## src/rtl/uart_pkg.sv

```systemverilog
// Shared constants and elaboration-time helpers for the UART baud generator.
package uart_pkg;

  // Smallest integer divisor the generator will run with.
  localparam int unsigned DIV_MIN = 2;

  // Ceiling log2; returns 0 for inputs of 0 or 1.
  function automatic int unsigned clog2(input longint unsigned v);
    longint unsigned x;
    int unsigned     r;
    r = 0;
    if (v > 1) begin
      x = v - 1;
      while (x > 0) begin
        x = x >> 1;
        r++;
      end
    end
    return r;
  endfunction

  // Width of the oversample phase counter, never below one bit.
  function automatic int unsigned os_width(input int unsigned oversample);
    return (clog2(oversample) < 1) ? 1 : clog2(oversample);
  endfunction

  // Rounded fixed-point divisor: clock*2^frac_w / (baud*oversample).
  function automatic longint unsigned def_div(input longint unsigned clock_rate,
                                              input longint unsigned baud_rate,
                                              input longint unsigned oversample,
                                              input int unsigned     frac_w);
    longint unsigned den;
    den = baud_rate * oversample;
    return ((clock_rate << frac_w) + den / 2) / den;
  endfunction

endpackage

```

## src/rtl/uart_baud_gen_frac_if.sv

```systemverilog
// Control and timing-output bundle of the fractional baud generator.
interface uart_baud_gen_frac_if import uart_pkg::*; #(
  parameter int unsigned DIV_W      = 16,
  parameter int unsigned FRAC_W     = 8,
  parameter int unsigned OVERSAMPLE = 16
);
  localparam int unsigned OS_W = os_width(OVERSAMPLE);

  logic              enable;
  logic [DIV_W-1:0]  div_int;
  logic [FRAC_W-1:0] div_frac;
  logic              div_load;
  logic              sync_clr;
  logic              os_en;
  logic              bit_en;
  logic [OS_W-1:0]   os_phase;
  logic              cfg_pending;

  modport master (
    output enable, div_int, div_frac, div_load, sync_clr,
    input  os_en, bit_en, os_phase, cfg_pending
  );

  modport slave (
    input  enable, div_int, div_frac, div_load, sync_clr,
    output os_en, bit_en, os_phase, cfg_pending
  );
endinterface

```

## src/rtl/uart_frac_accum.sv

```systemverilog
// Fractional accumulator: adds the fraction on each period reload and
// reports the carry that stretches that period by one clock.
module uart_frac_accum #(
  parameter int unsigned FRAC_W = 8
) (
  input  logic              clk,
  input  logic              rst,
  input  logic              clr,
  input  logic              reload,
  input  logic [FRAC_W-1:0] frac,
  output logic              carry
);
  logic [FRAC_W-1:0] acc;
  logic [FRAC_W:0]   sum;

  // One-bit-wider sum so the carry is the top bit.
  always_comb sum = {1'b0, acc} + {1'b0, frac};

  assign carry = sum[FRAC_W];

  // Clear wins over reload so a phase resync always starts from zero residue.
  always_ff @(posedge clk or posedge rst) begin
    if (rst)         acc <= '0;
    else if (clr)    acc <= '0;
    else if (reload) acc <= sum[FRAC_W-1:0];
  end
endmodule

```

## src/rtl/uart_baud_gen_frac.sv

```systemverilog
// Runtime-programmable fractional baud generator: oversample enable,
// bit enable and oversample phase from a fixed-point divisor.
module uart_baud_gen_frac import uart_pkg::*; #(
  parameter int unsigned CLOCK_RATE = 40_000_000,
  parameter int unsigned BAUD_RATE  = 9_600,
  parameter int unsigned OVERSAMPLE = 16,
  parameter int unsigned DIV_W      = 16,
  parameter int unsigned FRAC_W     = 8
) (
  input  logic                 clk,
  input  logic                 rst,
  uart_baud_gen_frac_if.slave  bus
);
  localparam int unsigned       OS_W     = os_width(OVERSAMPLE);
  localparam longint unsigned   DEF_DIV  = def_div(CLOCK_RATE, BAUD_RATE, OVERSAMPLE, FRAC_W);
  localparam logic [DIV_W-1:0]  DEF_INT  = DIV_W'(DEF_DIV >> FRAC_W);
  localparam logic [DIV_W-1:0]  DEF_CNT  = DIV_W'((DEF_DIV >> FRAC_W) - 1);
  localparam logic [FRAC_W-1:0] DEF_FRAC = FRAC_W'(DEF_DIV);
  localparam logic [OS_W-1:0]   PH_LAST  = OS_W'(OVERSAMPLE - 1);

  logic [DIV_W-1:0]  cnt, int_act, int_sh, load_int, nxt_int;
  logic [FRAC_W-1:0] frac_act, frac_sh, nxt_frac;
  logic [DIV_W:0]    period;
  logic [OS_W-1:0]   phase;
  logic              pending, upd, wrap, reload, apply, carry;
  logic              os_en_q, bit_en_q;

  // Divisor selection: a same-cycle load beats the shadow, which beats the
  // active value, so whichever divisor is applied is always the latest one.
  always_comb begin
    load_int = (bus.div_int < DIV_W'(DIV_MIN)) ? DIV_W'(DIV_MIN) : bus.div_int;
    upd      = pending | bus.div_load;
    nxt_int  = int_act;
    nxt_frac = frac_act;
    if (bus.div_load) begin
      nxt_int  = load_int;
      nxt_frac = bus.div_frac;
    end else if (pending) begin
      nxt_int  = int_sh;
      nxt_frac = frac_sh;
    end
    wrap   = bus.enable && (cnt == '0);
    reload = wrap && !bus.sync_clr;
    apply  = upd && (bus.sync_clr || !bus.enable || wrap);
    period = {1'b0, nxt_int} + {{DIV_W{1'b0}}, carry};
  end

  uart_frac_accum #(.FRAC_W(FRAC_W)) u_accum (
    .clk    (clk),
    .rst    (rst),
    .clr    (bus.sync_clr),
    .reload (reload),
    .frac   (nxt_frac),
    .carry  (carry)
  );

  // Shadow divisor capture.
  always_ff @(posedge clk or posedge rst) begin
    if (rst) begin
      int_sh  <= DEF_INT;
      frac_sh <= DEF_FRAC;
    end else if (bus.div_load) begin
      int_sh  <= load_int;
      frac_sh <= bus.div_frac;
    end
  end

  // Active divisor and pending flag; applied on reload, resync or while idle.
  always_ff @(posedge clk or posedge rst) begin
    if (rst) begin
      int_act  <= DEF_INT;
      frac_act <= DEF_FRAC;
      pending  <= 1'b0;
    end else begin
      if (apply) begin
        int_act  <= nxt_int;
        frac_act <= nxt_frac;
      end
      pending <= upd && !apply;
    end
  end

  // Period down-counter; resync outranks the terminal-count reload.
  always_ff @(posedge clk or posedge rst) begin
    if (rst)                cnt <= DEF_CNT;
    else if (bus.sync_clr)  cnt <= nxt_int - DIV_W'(1);
    else if (reload)        cnt <= DIV_W'(period - (DIV_W + 1)'(1));
    else if (bus.enable)    cnt <= cnt - DIV_W'(1);
  end

  // Registered tick, bit enable and oversample phase.
  always_ff @(posedge clk or posedge rst) begin
    if (rst) begin
      os_en_q  <= 1'b0;
      bit_en_q <= 1'b0;
      phase    <= '0;
    end else if (bus.sync_clr) begin
      os_en_q  <= 1'b0;
      bit_en_q <= 1'b0;
      phase    <= '0;
    end else begin
      os_en_q  <= reload;
      bit_en_q <= reload && (phase == PH_LAST);
      if (reload) phase <= (phase == PH_LAST) ? '0 : phase + OS_W'(1);
    end
  end

  assign bus.os_en       = os_en_q;
  assign bus.bit_en      = bit_en_q;
  assign bus.os_phase    = phase;
  assign bus.cfg_pending = pending;
endmodule

```

## src/flat_wrapper.sv

```systemverilog
// flat-port wrapper written by rule: the top's interface ports become plain ports
module uart_baud_gen_frac_flat import uart_pkg::*;
#(
  parameter int unsigned CLOCK_RATE = 40_000_000,
  parameter int unsigned BAUD_RATE  = 9_600,
  parameter int unsigned OVERSAMPLE = 16,
  parameter int unsigned DIV_W      = 16,
  parameter int unsigned FRAC_W     = 8
)
  (clk, rst, bus_enable, bus_div_int, bus_div_frac, bus_div_load, bus_sync_clr, bus_os_en, bus_bit_en, bus_os_phase, bus_cfg_pending);
  uart_baud_gen_frac_if #(.DIV_W(DIV_W), .FRAC_W(FRAC_W), .OVERSAMPLE(OVERSAMPLE)) bus_i ();
  input  logic clk;
  input  logic rst;
  input wire logic [$bits(bus_i.enable)-1:0] bus_enable;
  input wire logic [$bits(bus_i.div_int)-1:0] bus_div_int;
  input wire logic [$bits(bus_i.div_frac)-1:0] bus_div_frac;
  input wire logic [$bits(bus_i.div_load)-1:0] bus_div_load;
  input wire logic [$bits(bus_i.sync_clr)-1:0] bus_sync_clr;
  output wire logic [$bits(bus_i.os_en)-1:0] bus_os_en;
  output wire logic [$bits(bus_i.bit_en)-1:0] bus_bit_en;
  output wire logic [$bits(bus_i.os_phase)-1:0] bus_os_phase;
  output wire logic [$bits(bus_i.cfg_pending)-1:0] bus_cfg_pending;
  assign bus_i.enable = bus_enable;
  assign bus_i.div_int = bus_div_int;
  assign bus_i.div_frac = bus_div_frac;
  assign bus_i.div_load = bus_div_load;
  assign bus_i.sync_clr = bus_sync_clr;
  assign bus_os_en = bus_i.os_en;
  assign bus_bit_en = bus_i.bit_en;
  assign bus_os_phase = bus_i.os_phase;
  assign bus_cfg_pending = bus_i.cfg_pending;
  uart_baud_gen_frac #(.CLOCK_RATE(CLOCK_RATE), .BAUD_RATE(BAUD_RATE), .OVERSAMPLE(OVERSAMPLE), .DIV_W(DIV_W), .FRAC_W(FRAC_W)) u_core (.clk(clk), .rst(rst), .bus(bus_i));
endmodule
```

## config.mk

```make
export PLATFORM = sky130hd
export DESIGN_NAME = uart_baud_gen_frac_flat
export DESIGN_NICKNAME = d
export VERILOG_FILES = /design/src/rtl/uart_pkg.sv /design/src/rtl/uart_baud_gen_frac_if.sv /design/src/rtl/uart_frac_accum.sv /design/src/rtl/uart_baud_gen_frac.sv /design/src/flat_wrapper.sv
export SDC_FILE = /design/constraint.sdc
export NUM_CORES = 1
export LEC_CHECK = 0
export BUFFER_PORTS_ARGS = -buffer_cell sky130_fd_sc_hd__buf_2
export CAP_MARGIN = 30
export CORE_MARGIN = 5
export CORE_UTILIZATION = 61
export CTS_CLUSTER_DIAMETER = 80
export CTS_CLUSTER_SIZE = 40
export DETAILED_ROUTE_END_ITERATION = 6
export PLACE_DENSITY = 0.83
export SYNTH_ARGS = -nofsm -noshare
export SYNTH_HDL_FRONTEND = slang
export SYNTH_HIERARCHICAL = 1
export SYNTH_SLANG_ARGS = --single-unit
export TNS_END_PERCENT = 50
```

## constraint.sdc

```tcl
create_clock -name clk -period 4.7 [get_ports clk]
set_input_delay 1.175 -clock clk [delete_from_list [all_inputs] [get_ports clk]]
set_output_delay 1.175 -clock clk [all_outputs]
set_load 0.005 [all_outputs]
```

## After elaboration in Yosys (flattened, before gate mapping)

Cells that the tools add are included.

- Register bits: 79
- Bits of input ports: 29
- Output and inout bits: 7
- Logic and storage cells: 47

- $add $sub $neg: 6
- Magnitude comparators: 1
- Equality and inequality tests: 1
- Mux-type cells: 15
- Bitwise operators: 1
- Reduce and logical (&&, ||, !) cells: 13

Operators by type and width:

| cell | number |
|---|---|
| $mux W16 | 6 |
| $sub A16 B1 Y16 const B | 3 |
| $mux W8 | 4 |
| $add A16 B1 Y16 | 1 |
| $logic_not A16 Y1 | 1 |
| $lt A16 B2 Y1 const B | 1 |
| $mux W4 | 3 |
| $add A8 B8 Y9 | 1 |
| $logic_and A1 B1 Y1 | 5 |
| $add A4 B1 Y4 const B | 1 |
| $eq A4 B4 Y1 const B | 1 |
| $logic_not A1 Y1 | 3 |
| $reduce_bool A3 Y1 | 1 |
| $logic_or A1 B1 Y1 | 2 |
| $mux W1 | 2 |
| $reduce_bool A2 Y1 | 1 |
| $or A1 B1 Y1 | 1 |

## Logic depth before layout (Yosys ltp)

- Depth after elaboration: 7
- Gate-level depth with buffers: 22
- Depth with buffers taken out: 18

## Cells and area by module

Netlist, hierarchy kept.

Modules (own cells, without submodules):

| module | instances | cells an instance | area an instance (um2) | seq. area each (um2) |
|---|---|---|---|---|
| uart_baud_gen_frac | 1 | 472 | 4478.0 | 1798.0 |
| uart_frac_accum | 1 | 72 | 648.1 | 200.2 |

## Least setup slack after synthesis

Ideal clock, no wire load.

- Kind: input-to-reg
- Start: in bus_div_load
- End: reg u_core.cnt[2]
- Setup time: 0.137 ns
- Arrival time: 4.612 ns
- Data required time: 4.563 ns
- Setup slack: -0.049 ns
- Stages on the path: 22
- Path buffers: 5
- Cells stage by stage: buf_2 > clkbuf_8 > clkbuf_1 > clkbuf_1 > nand2_1 > o21ai_0 > ha_1 > inv_1 > fa_1 > nand2b_1 > a21oi_1 > o31a_1 > nand3_1 > nand2_1 > inv_1 > ha_1 > ha_1 > clkbuf_1 > xnor2_1 > a211oi_1 > a211oi_1 > a21oi_1

- Longest elaborated chain between the ends: 6
- Elaborated cells between the ends (all ways): 8
- Those cells by class: 4 x add/sub; 4 x mux

Ends and longest elaborated chain:

| item | RTL line | source |
|---|---|---|
| from (decl) | flat_wrapper.sv:17 | `input wire logic [$bits(bus_i.div_load)-1:0] bus_div_load;` |
| $mux W8 | uart_baud_gen_frac.sv:35 | `if (bus.div_load) begin` |
| named net u_core.nxt_frac[0] | uart_baud_gen_frac.sv:22 | `logic [FRAC_W-1:0] frac_act, frac_sh, nxt_frac;` |
| $add A8 B8 Y9 | uart_frac_accum.sv:17 | `always_comb sum = {1'b0, acc} + {1'b0, frac};` |
| named net u_core.carry | uart_baud_gen_frac.sv:25 | `logic pending, upd, wrap, reload, apply, carry;` |
| $add A16 B1 Y16 | uart_baud_gen_frac.sv:45 | `period = {1'b0, nxt_int} + {{DIV_W{1'b0}}, carry};` |
| $sub A16 B1 Y16 | uart_baud_gen_frac.sv:87 | `else if (reload) cnt <= DIV_W'(period - (DIV_W + 1)'(1));` |
| $mux W16 | uart_baud_gen_frac.sv:87 |  |
| $mux W16 | uart_baud_gen_frac.sv:86 | `else if (bus.sync_clr) cnt <= nxt_int - DIV_W'(1);` |
| to (signal assigned) | uart_baud_gen_frac.sv:86 |  |
| to (signal assigned) | uart_baud_gen_frac.sv:87 |  |
| to (signal assigned) | uart_baud_gen_frac.sv:88 | `else if (bus.enable) cnt <= cnt - DIV_W'(1);` |
| to (decl) | uart_baud_gen_frac.sv:21 | `logic [DIV_W-1:0] cnt, int_act, int_sh, load_int, nxt_int;` |

The timed path passes the listed nets, and every way through them passes these cells.
A chain may end at the register's enable or synchronous reset.

## Worst setup path in the final report

Ends and elaborated chain as after synthesis.

==> results.py <==
metrics = {
    "status": {
        "status": "complete, no violations",
    },
    "grt": {
        "grt_pass1_wl_um": 20500,
        "first_global_vias": 4185,
        "grt_max_degree": 54,
        "grt_antenna_before_repair": 0,
        "grt_overflow": 0,
        "track_usage_pct": 25.1,
    },
    "timing": {
        "slew_violations": 0,
        "setup_viol": 0,
        "slew_headroom_pct": 37.8,
        "hold_viol_final": 0,
        "rsz0062_at_grt": "no",
        "layout_setup_ws_ns": 0.645,
        "period_share_pct": 86.3,
        "fmax_mhz": 247,
        "tightest_slew_ns": 0.931,
        "fin_skew_ns": 0.00927,
        "holdWs_ns": 0.471,
        "tns_ns": 0,
        "period_minus_slack_ns": 4.06,
    },
    "layout": {
        "final_util_pct": 67.4,
        "n_fill_cell": 640,
        "final_cell_area_um2": 5540,
        "diodes": 0,
        "final_cells": 684,
        "layout-drive-gt1-share_pct": 22.1,
        "area_growth_pct": 8.03,
        "fin_nets": 617,
    },
    "worst_hold_path": {
        "holdCritPathClass": "reg2reg",
    },
    "critical_path": {
        "cp.required_ns": 4.92,
        "path_common_cell": "ha_1",
        "crit_path_max_incr_delay_ns": 0.39,
        "start_kind": "input pin",
        "crit_path_cell_trace": "buf_2, o21ai_0, ha_1, inv_1, fa_1, nand2b_1, a21oi_1, o31a_1, nand3_1, nand2_1, inv_1, ha_1, ha_1, xnor2_1, a211oi_1, a211oi_1, a21oi_1",
        "worstPathArrival_ns": 4.27,
        "critPathCaptureType": "register",
        "crit_path_max_fanout": 13,
        "crit_type": "in2reg",
        "critical_path.slowest_cell": "fa_1",
    },
    "power": {
        "power_mw": 1.79,
        "p_leak_nw": 2.30,
        "power_density_nw_per_um2": 323,
        "vdd_drop_max_mv": 0.190,
    },
    "synthesis": {
        "postSynthAreaPerCell_um2": 9.42,
        "yosys_register_bits": 79,
        "synth_top_area_share_pct": 30.3,
        "post_synth_instance_area_um2": 5130,
        "async_flop_share_pct": 100,
        "yosys.area.top_type": "dfrtp_1",
        "syn_nets": 587,
        "synth_edf_count": 0,
        "yosysMostFrequentCell": "dfrtp_1",
        "yosysSeqAreaShare_pct": 39.0,
        "synth_commonest_cells": "dfrtp_1 (62), o21ai_0 (56), nand2_1 (40)",
        "synth_flop_cell": "dfrtp_1",
        "netlist_instances": 544,
        "netlist_top_cells_area": "dfrtp_1 (30%), dfstp_2 (8.7%), o21ai_0 (5.5%)",
        "synth_warnings": 6,
        "synth_cell_types": 75,
    },
    "clock_tree": {
        "post_cts_buffers": 0,
        "clkLatencyLatePin_ns": 0.35,
        "cts_inserted_buffers": 9,
        "cts_tree": "yes",
        "hold_buffers": 0,
        "root_buffer": "clkbuf_8",
        "cts.reportedPaths.clkPinSlew_ns": 0.09,
        "clock_sinks": 79,
        "cts_resized": 0,
        "clk_path_buf_depth": 2,
        "cts_max_level": 3,
    },
    "die": {
        "fp-row-count": 33,
        "dieHeight_um": 102,
        "die_area_um2": 10300,
        "design.core.area_um2": 8220,
        "ios": 36,
        "start_util_pct": 62.4,
        "die_w_um": 102,
    },
    "drt": {
        "vias_per_cell": 6.20,
        "vias": 4240,
        "routed_wl_um": 12300,
        "wl_per_cell_um": 18.0,
        "drc": 0,
        "drt_iter0_drc": 308,
        "drt_pass1_iterations": 5,
        "ant_nets": 0,
    },
    "placement": {
        "placedCellCount": 668,
        "io_buffers": 35,
        "dpl_cell_area_um2": 5360,
        "routabilityCongestion": 0.905,
        "dp_hpwl_um": 8760,
        "place_ws_ns": 0.374,
    },
    "flow_run": {
        "drv_cap": 0,
    },
}
metal layers:
layer / track usage (%) / wire length (µm) / vias to the layer above
met5: 0 / 0 / -
met3: 4.68 / 636 / 17
met4: 6.85 / 204 / 0
li1: - / - / 2011
met1: 35.2 / 5610 / 2061
met2: 40.0 / 5850 / 151
sequential cells by signal, summed over array words and instances (netlist names):
name                    count
u_core/bus.cfg_pending      1
u_core/frac_act             8
u_core/bus.os_en            1
u_core/int_sh              16
u_core/bus.bit_en           1
u_core/u_accum/acc          8
u_core/cnt                 16
u_core/bus.os_phase         4
u_core/int_act             16
u_core/frac_sh              8
worst max-delay path: cells and delay by family:
family,cells,cell delay (ns)
AOI/OAI and AO/OA,6,1.11
xor gates and xnor gates,1,0.19
adders and majority gates,4,1.18
buffers and inverters,3,0.28
and+or+nand+nor,3,0.34
cells in the final DEF, fill, tap and decap left out, drive strengths merged, types with 3 or more instances in the layout:
cell and n:
a211oi 13, clkinv 3, o21ai 66, nor4 7, inv 39, o41ai 3, a22oi 4, nor2 39
nand4 7, buf 44, nand2 43, o31a 3, or3 6, clkbuf 11, nor3b 3, nand2b 5
nor4b 3, dfrtp 62, xor2 8, ha 13, mux2i 27, a21oi 27, dfstp 17, nor3 21
nand3 18, a211o 3, mux2 23, xnor2 21
final timing paths:
path,start,to,slack (ns),depth (start not counted)
worst min-delay path,u_core/int_sh[8],u_core/int_sh[8],0.47,2
min in group asynchronous,rst,u_core/u_accum/acc[7],0.79,2
worst max register to register,u_core/bus.cfg_pending,u_core/cnt[2],0.97,17
worst max-delay path,bus_div_load,u_core/cnt[2],0.64,17
max in group asynchronous,rst,u_core/cnt[0],2.69,3
worst min register to register,u_core/int_sh[8],u_core/int_sh[8],0.47,2
report_power, final:
part | leakage, nW | switching [mW] | internal [mW]
Sequential | 0.954 | 0.0753 | 0.785
Combinational | 1.26 | 0.262 | 0.187
Clock | 0.0861 | 0.268 | 0.210
layout make-up:
cell class / instances / area (µm²) / area share (%)
Clock buffer: 11 / 141 / 2.55
Clock inverter: 5 / 41.3 / 0.746
Inverter: 39 / 146 / 2.64
Multi-Input combinational cell: 401 / 2840 / 51.2
Sequential cell: 79 / 2000 / 36.1
Tap cell: 105 / 131 / 2.37
Timing Repair Buffer: 44 / 243 / 4.38
cell families after synthesis:
logic type	count (synthesis)	synth area share [%]
AO/OA/AOI/OAI	141	17.5
XOR/XNOR	29	4.95
adder cells (fa/ha/maj)	14	3.56
buffers and inverters	64	5.76
flip-flops	79	39.0
multiplexers	50	10.6
AND/OR/NAND/NOR	167	18.7
No activity file was read; power rests on OpenSTA's default activity.
